--- src/rtl/binary_erode_3x3.sv ---
// Streaming 3x3 binary erosion of a raster-order 0/255 mask, outside-frame neighbours = background.
// Define MORPH_DILATE_EN to add a per-pixel mode input selecting dilation (mode=1).
module binary_erode_3x3 #(
    parameter int IMG_W = 32,
    parameter int IMG_H = 24
) (
    input  logic       clk,
    input  logic       rst_n,
    input  logic [7:0] din,
    input  logic       din_valid,
    input  logic       din_sof,
`ifdef MORPH_DILATE_EN
    input  logic       mode,
`endif
    output logic       din_ready,
    output logic [7:0] dout,
    output logic       dout_valid,
    output logic       dout_sof
);

    localparam int XW  = $clog2(IMG_W);
    localparam int YW  = $clog2(IMG_H);
    // Row counter runs two lines past the frame while flushing.
    localparam int YCW = YW + 1;

    localparam logic [XW-1:0]  XLAST  = XW'(IMG_W - 1);
    localparam logic [YCW-1:0] YLAST  = YCW'(IMG_H - 1);
    localparam logic [YCW-1:0] YFLUSH = YCW'(IMG_H + 1);

    typedef enum logic [1:0] {StIdle, StRun, StFlush} state_t;

    state_t           state_q, state_d;
    logic [XW-1:0]    x_q, x_d, px, cx_d, cx_q;
    logic [YCW-1:0]   y_q, y_d, py, cy_d, cy_q;
    logic             take, sof_take, pix, out_en, abort;
    logic [IMG_W-1:0] lb1_q, lb2_q;
    logic [2:0]       w_top_q, w_mid_q, w_bot_q;
    logic             pend_q, valid_q, sof_q;
    logic [7:0]       dout_q;
    logic             lv, rv, tv, bv, erode, result;
    logic [6:0]       unused_din;

    assign unused_din = din[6:0];

    always_comb begin
        state_d  = state_q;
        take     = 1'b0;
        sof_take = 1'b0;
        pix      = 1'b0;
        case (state_q)
            StIdle: begin
                if (din_valid && din_sof) begin
                    take     = 1'b1;
                    sof_take = 1'b1;
                    pix      = din[7];
                    state_d  = StRun;
                end
            end
            StRun: begin
                if (din_valid) begin
                    take     = 1'b1;
                    sof_take = din_sof;
                    pix      = din[7];
                end
            end
            StFlush: take = 1'b1;
            default: state_d = StIdle;
        endcase

        px = sof_take ? '0 : x_q;
        py = sof_take ? '0 : y_q;

        x_d = x_q;
        y_d = y_q;
        if (take) begin
            if (px == XLAST) begin
                x_d = '0;
                y_d = py + YCW'(1);
            end else begin
                x_d = px + XW'(1);
                y_d = py;
            end
        end

        if (state_q == StRun && take && px == XLAST && py == YLAST) begin
            state_d = StFlush;
        end
        if (state_q == StFlush && py == YFLUSH) begin
            state_d = StIdle;
        end

        // The newest pixel is the bottom-right of the window; the centre trails it by IMG_W+1.
        out_en = take && ((py >= YCW'(2)) || (py == YCW'(1) && px != '0));
        cx_d   = (px == '0) ? XLAST : px - XW'(1);
        cy_d   = (px == '0) ? py - YCW'(2) : py - YCW'(1);
    end

    assign abort = (state_q == StRun) && din_valid && din_sof;

    // Window bit 2 is the left column, bit 0 the right column.
    assign lv    = (cx_q != '0);
    assign rv    = (cx_q != XLAST);
    assign tv    = (cy_q != '0);
    assign bv    = (cy_q != YLAST);
    assign erode = (&w_top_q) & (&w_mid_q) & (&w_bot_q) & lv & rv & tv & bv;

`ifdef MORPH_DILATE_EN
    logic [IMG_W-1:0] mlb_q;
    logic             m1_q, m2_q;
    logic [2:0]       col_mask, top_m, mid_m, bot_m;
    logic             dilate;

    assign col_mask = {lv, 1'b1, rv};
    assign top_m    = w_top_q & col_mask & {3{tv}};
    assign mid_m    = w_mid_q & col_mask;
    assign bot_m    = w_bot_q & col_mask & {3{bv}};
    assign dilate   = |{top_m, mid_m, bot_m};
    assign result   = m2_q ? dilate : erode;

    // Mode is delayed one line plus one pixel so it stays aligned with the window centre.
    always_ff @(posedge clk) begin
        if (!rst_n) begin
            mlb_q <= '0;
            m1_q  <= 1'b0;
            m2_q  <= 1'b0;
        end else if (take) begin
            m1_q      <= mlb_q[px];
            m2_q      <= m1_q;
            mlb_q[px] <= (state_q == StFlush) ? 1'b0 : mode;
        end
    end
`else
    assign result = erode;
`endif

    always_ff @(posedge clk) begin
        if (!rst_n) begin
            state_q <= StIdle;
            x_q     <= '0;
            y_q     <= '0;
            lb1_q   <= '0;
            lb2_q   <= '0;
            w_top_q <= '0;
            w_mid_q <= '0;
            w_bot_q <= '0;
            cx_q    <= '0;
            cy_q    <= '0;
            pend_q  <= 1'b0;
            valid_q <= 1'b0;
            sof_q   <= 1'b0;
            dout_q  <= '0;
        end else begin
            state_q <= state_d;
            x_q     <= x_d;
            y_q     <= y_d;
            pend_q  <= out_en;
            if (take) begin
                w_top_q   <= {w_top_q[1:0], lb2_q[px]};
                w_mid_q   <= {w_mid_q[1:0], lb1_q[px]};
                w_bot_q   <= {w_bot_q[1:0], pix};
                lb2_q[px] <= lb1_q[px];
                lb1_q[px] <= pix;
                cx_q      <= cx_d;
                cy_q      <= cy_d;
            end
            // A sof in RUN also kills the old frame's output still in the pipeline.
            valid_q <= pend_q & ~abort;
            sof_q   <= pend_q & ~abort & (cx_q == '0) & (cy_q == '0);
            dout_q  <= (pend_q && result) ? 8'd255 : 8'd0;
        end
    end

    assign din_ready  = (state_q != StFlush);
    assign dout       = dout_q;
    assign dout_valid = valid_q & ~abort;
    assign dout_sof   = sof_q & ~abort;

endmodule

--- config.mk ---
export PLATFORM = sky130hd
export DESIGN_NAME = binary_erode_3x3
export DESIGN_NICKNAME = d
export VERILOG_FILES = /design/src/rtl/binary_erode_3x3.sv
export SDC_FILE = /design/constraint.sdc
export NUM_CORES = 1
export LEC_CHECK = 0
export ABC_AREA = 0
export CAP_MARGIN = 20
export CORE_MARGIN = 5
export CORE_UTILIZATION = 53
export DETAILED_ROUTE_END_ITERATION = 8
export PLACE_DENSITY = 0.71
export REMOVE_ABC_BUFFERS = 1
export SLEW_MARGIN = 30
export SYNTH_ARGS = -nofsm -noshare
export SYNTH_HDL_FRONTEND = slang
export SYNTH_SLANG_ARGS = --single-unit
--- constraint.sdc ---
create_clock -name clk -period 8.2 [get_ports clk]
set_input_delay 1.64 -clock clk [delete_from_list [all_inputs] [get_ports clk]]
set_output_delay 1.64 -clock clk [all_outputs]
set_load 0.03 [all_outputs]
==> impl_metrics.tcl <==
set metrics [dict create \
    setup_violations 0 \
    report.final.slew_viol_count 0 \
    clockRootBuffer "clkbuf_8" \
    syn-instance-count 634 \
    post_cts.repair.setup_buffers 0 \
    num_vias 4590 \
    cts_sinks 101 \
    cp-start-kind "primary input" \
    switchingPower_uw 230 \
    design.core.area_sq_mm 0.00977 \
    hpwl_mm 8.34 \
    synth_warnings 0 \
    worstMarginPinSlew_ps 915 \
    ys_top_cells_by_count "dfxtp_1 (101), nand2_1 (89), a21oi_1 (60)" \
    cts.repair.resized 0 \
    pin_count 23 \
    rsz0062_at_grt "no" \
    power.share.combinational 0.105 \
    die_y_um 110 \
    dp_slack_ps 3090 \
    synth_top_area_cell "dfxtp_1" \
    ys_seq_elements 101 \
    antenna_found_initial 0 \
    synth-async-reset-ratio 0 \
    cts_tree "yes" \
    ff2ff_setup_slack_ps 4370 \
    worst_clock_skew_ps 7.70 \
    clk_latency_ps 360 \
    hold_viol_final 0 \
    max_slew_margin 0.388 \
    synth-edff-count 0 \
    fin_ws_ps 3100 \
    ir_drop_mv 0.104 \
    min_path_type "reg2reg" \
    synth_flop_cell "dfxtp_1" \
    p_leak_uw 0.00204 \
    fmax_mhz 196 \
    postLayoutCellArea_sq_mm 0.00560 \
    drive_gt1_frac 0.0747 \
    grt_max_degree 80 \
    ant_nets 0 \
    crit_type "in2out" \
    synth_top_area_frac 0.382 \
    post_dp_cell_area_sq_mm 0.00540 \
    cts_buffers 9 \
    route.detailed.drc 0 \
    h-tree-depth 3 \
    grt_usage 0.223 \
    ys_seq_area_frac 0.382 \
    chipWidth_um 110 \
    timing.rr.end "y_q[4]" \
    dr.pass1.iters 5 \
    dr.first_iter.drc_count 420 \
    clk_pin_slew_ps 80 \
    grt_pass1_vias 4331 \
    critPathMaxFanout 5 \
    stdcell_count 749 \
    port_buffers 15 \
    cp-end-kind "output port" \
    seq_power_share 0.554 \
    finalCritPeriodShare 0.622 \
    fin_crit_ps 5100 \
    crit_required_ps 6560 \
    arrival_ps 3460 \
    hold_buffers 0 \
    pwr-share-clk 0.341 \
    place_congestion 0.841 \
    num_rows 36 \
    startpoint "din_valid" \
    synth.most_common_cell "dfxtp_1" \
    r2r-start "state_q[1]" \
    synth_area_sq_mm 0.00530 \
    routedWlPerCell_um 17.1 \
    nets 644 \
    overflow 0 \
    die_area_sq_mm 0.0121 \
    cts_buffer_depth 2 \
    vias_per_cell 6.13 \
    initial_core_util 0.542 \
    status "complete, no violations" \
    area_delta_synth_final_pct 5.62 \
    p_int_uw 679 \
    drv_cap 0 \
    wl_mm 12.8 \
    grt_pass1_wl_mm 21.4 \
    power.density_mw_per_mm2 162 \
    synth_area_per_cell_sq_um 8.36 \
    synth.area.top_cells "dfxtp_1 (38%), mux2i_1 (7.4%), nand2_1 (6.3%)" \
    dpl.cell_count 735 \
    finalSetupTns_ps 0 \
    r2r.worst_path.cells 13 \
    crit_path_end "dout_sof" \
    synth.distinct_cells 67 \
    n_antenna_cell 0 \
    netSwitchingFraction 0.253 \
]
[metrics by stage]
step	utilization	total power (uW)	hold slack, ps
after floorplan	-	576	415
after global placement	0.551	606	440
after detailed placement	0.552	610	432
after CTS	0.571	916	455
after global routing	0.573	946	475
final	0.573	909	454
[critical path: stages]
cell	delay [ps]
clkdlybuf4s50_1	570
and2_1	330
nand2_1	150
and2_1	180
clkdlybuf4s50_1	580
[metal layers]
layer  global-route usage  up-vias  wire length (um)
met1                0.284     2203              5770
met5                    0        -                 0
li1                     -     2218                 -
met4               0.0908        0               226
met2                0.376      150              6120
met3               0.0349       19               729
[power groups by stage]
stage | logic [uW] | registers [uW] | clock network [uW]
finish | 95.6 | 504 | 309
global route | 104 | 505 | 337
CTS | 94.7 | 504 | 318
detailed placement | 94.5 | 515 | 0
global placement | 91.3 | 515 | 0
floorplan | 58.2 | 517 | 0
[cell type report]
cell class                 instances  area, sq um
fill                             910         4180
multi-input combinational        461         2930
sequential                       101         2020
timing repair buffer              24          225
tap                              133          166
clock buffer                      11          151
inverter                          17         63.8
clock inverter                     2         35.0
[cell families after synthesis]
logic type / Yosys count / synth area share
simple gates: 227 / 0.197
compound gates: 162 / 0.196
flops: 101 / 0.382
buf+inv: 72 / 0.0664
mux: 50 / 0.110
fa+ha+maj: 18 / 0.0425
xor+xnor: 4 / 0.00661
[placed cells by master (no fill, tap or decap), types with 3 or more instances in the layout]
cell type / instances
o21ai_0: 36
clkdlybuf4s50_1: 15
a211oi_1: 4
o21ai_1: 5
nand3_1: 31
o211ai_1: 5
o2111ai_1: 3
clkbuf_8: 11
mux2_2: 4
buf_4: 7
a21o_1: 3
or3_1: 3
mux4_2: 6
mux2i_1: 39
dfxtp_1: 101
a311oi_1: 10
and4_1: 3
a21oi_1: 60
nand4_1: 5
nor2b_1: 4
o22ai_1: 3
nand2_1: 89
and3_1: 6
nor2_1: 52
nor3_1: 12
a31oi_1: 5
ha_1: 18
inv_1: 16
and2_1: 8
a22oi_1: 3
[state kept, by name, summed over array words and instances, names as in the netlist]
register	count
y_q	6
lb2_q	32
w_mid_q	3
cy_q	6
lb1_q	32
w_bot_q	3
cx_q	5
pend_q	1
valid_q	1
x_q	5
dout	1
w_top_q	3
state_q	2
sof_q	1
[worst min-delay path by stage]
stage / startpoint / end / depth (start not counted)
2_1_floorplan: cy_q[5] / sof_q / 1
3_3_place_gp: lb1_q[9] / lb1_q[9] / 2
3_5_place_dp: cy_q[5] / sof_q / 1
4_1_cts: cy_q[5] / sof_q / 1
5_1_grt: cy_q[5] / sof_q / 1
6_report: cy_q[5] / sof_q / 1
Power figures use the tool's default switching activity.
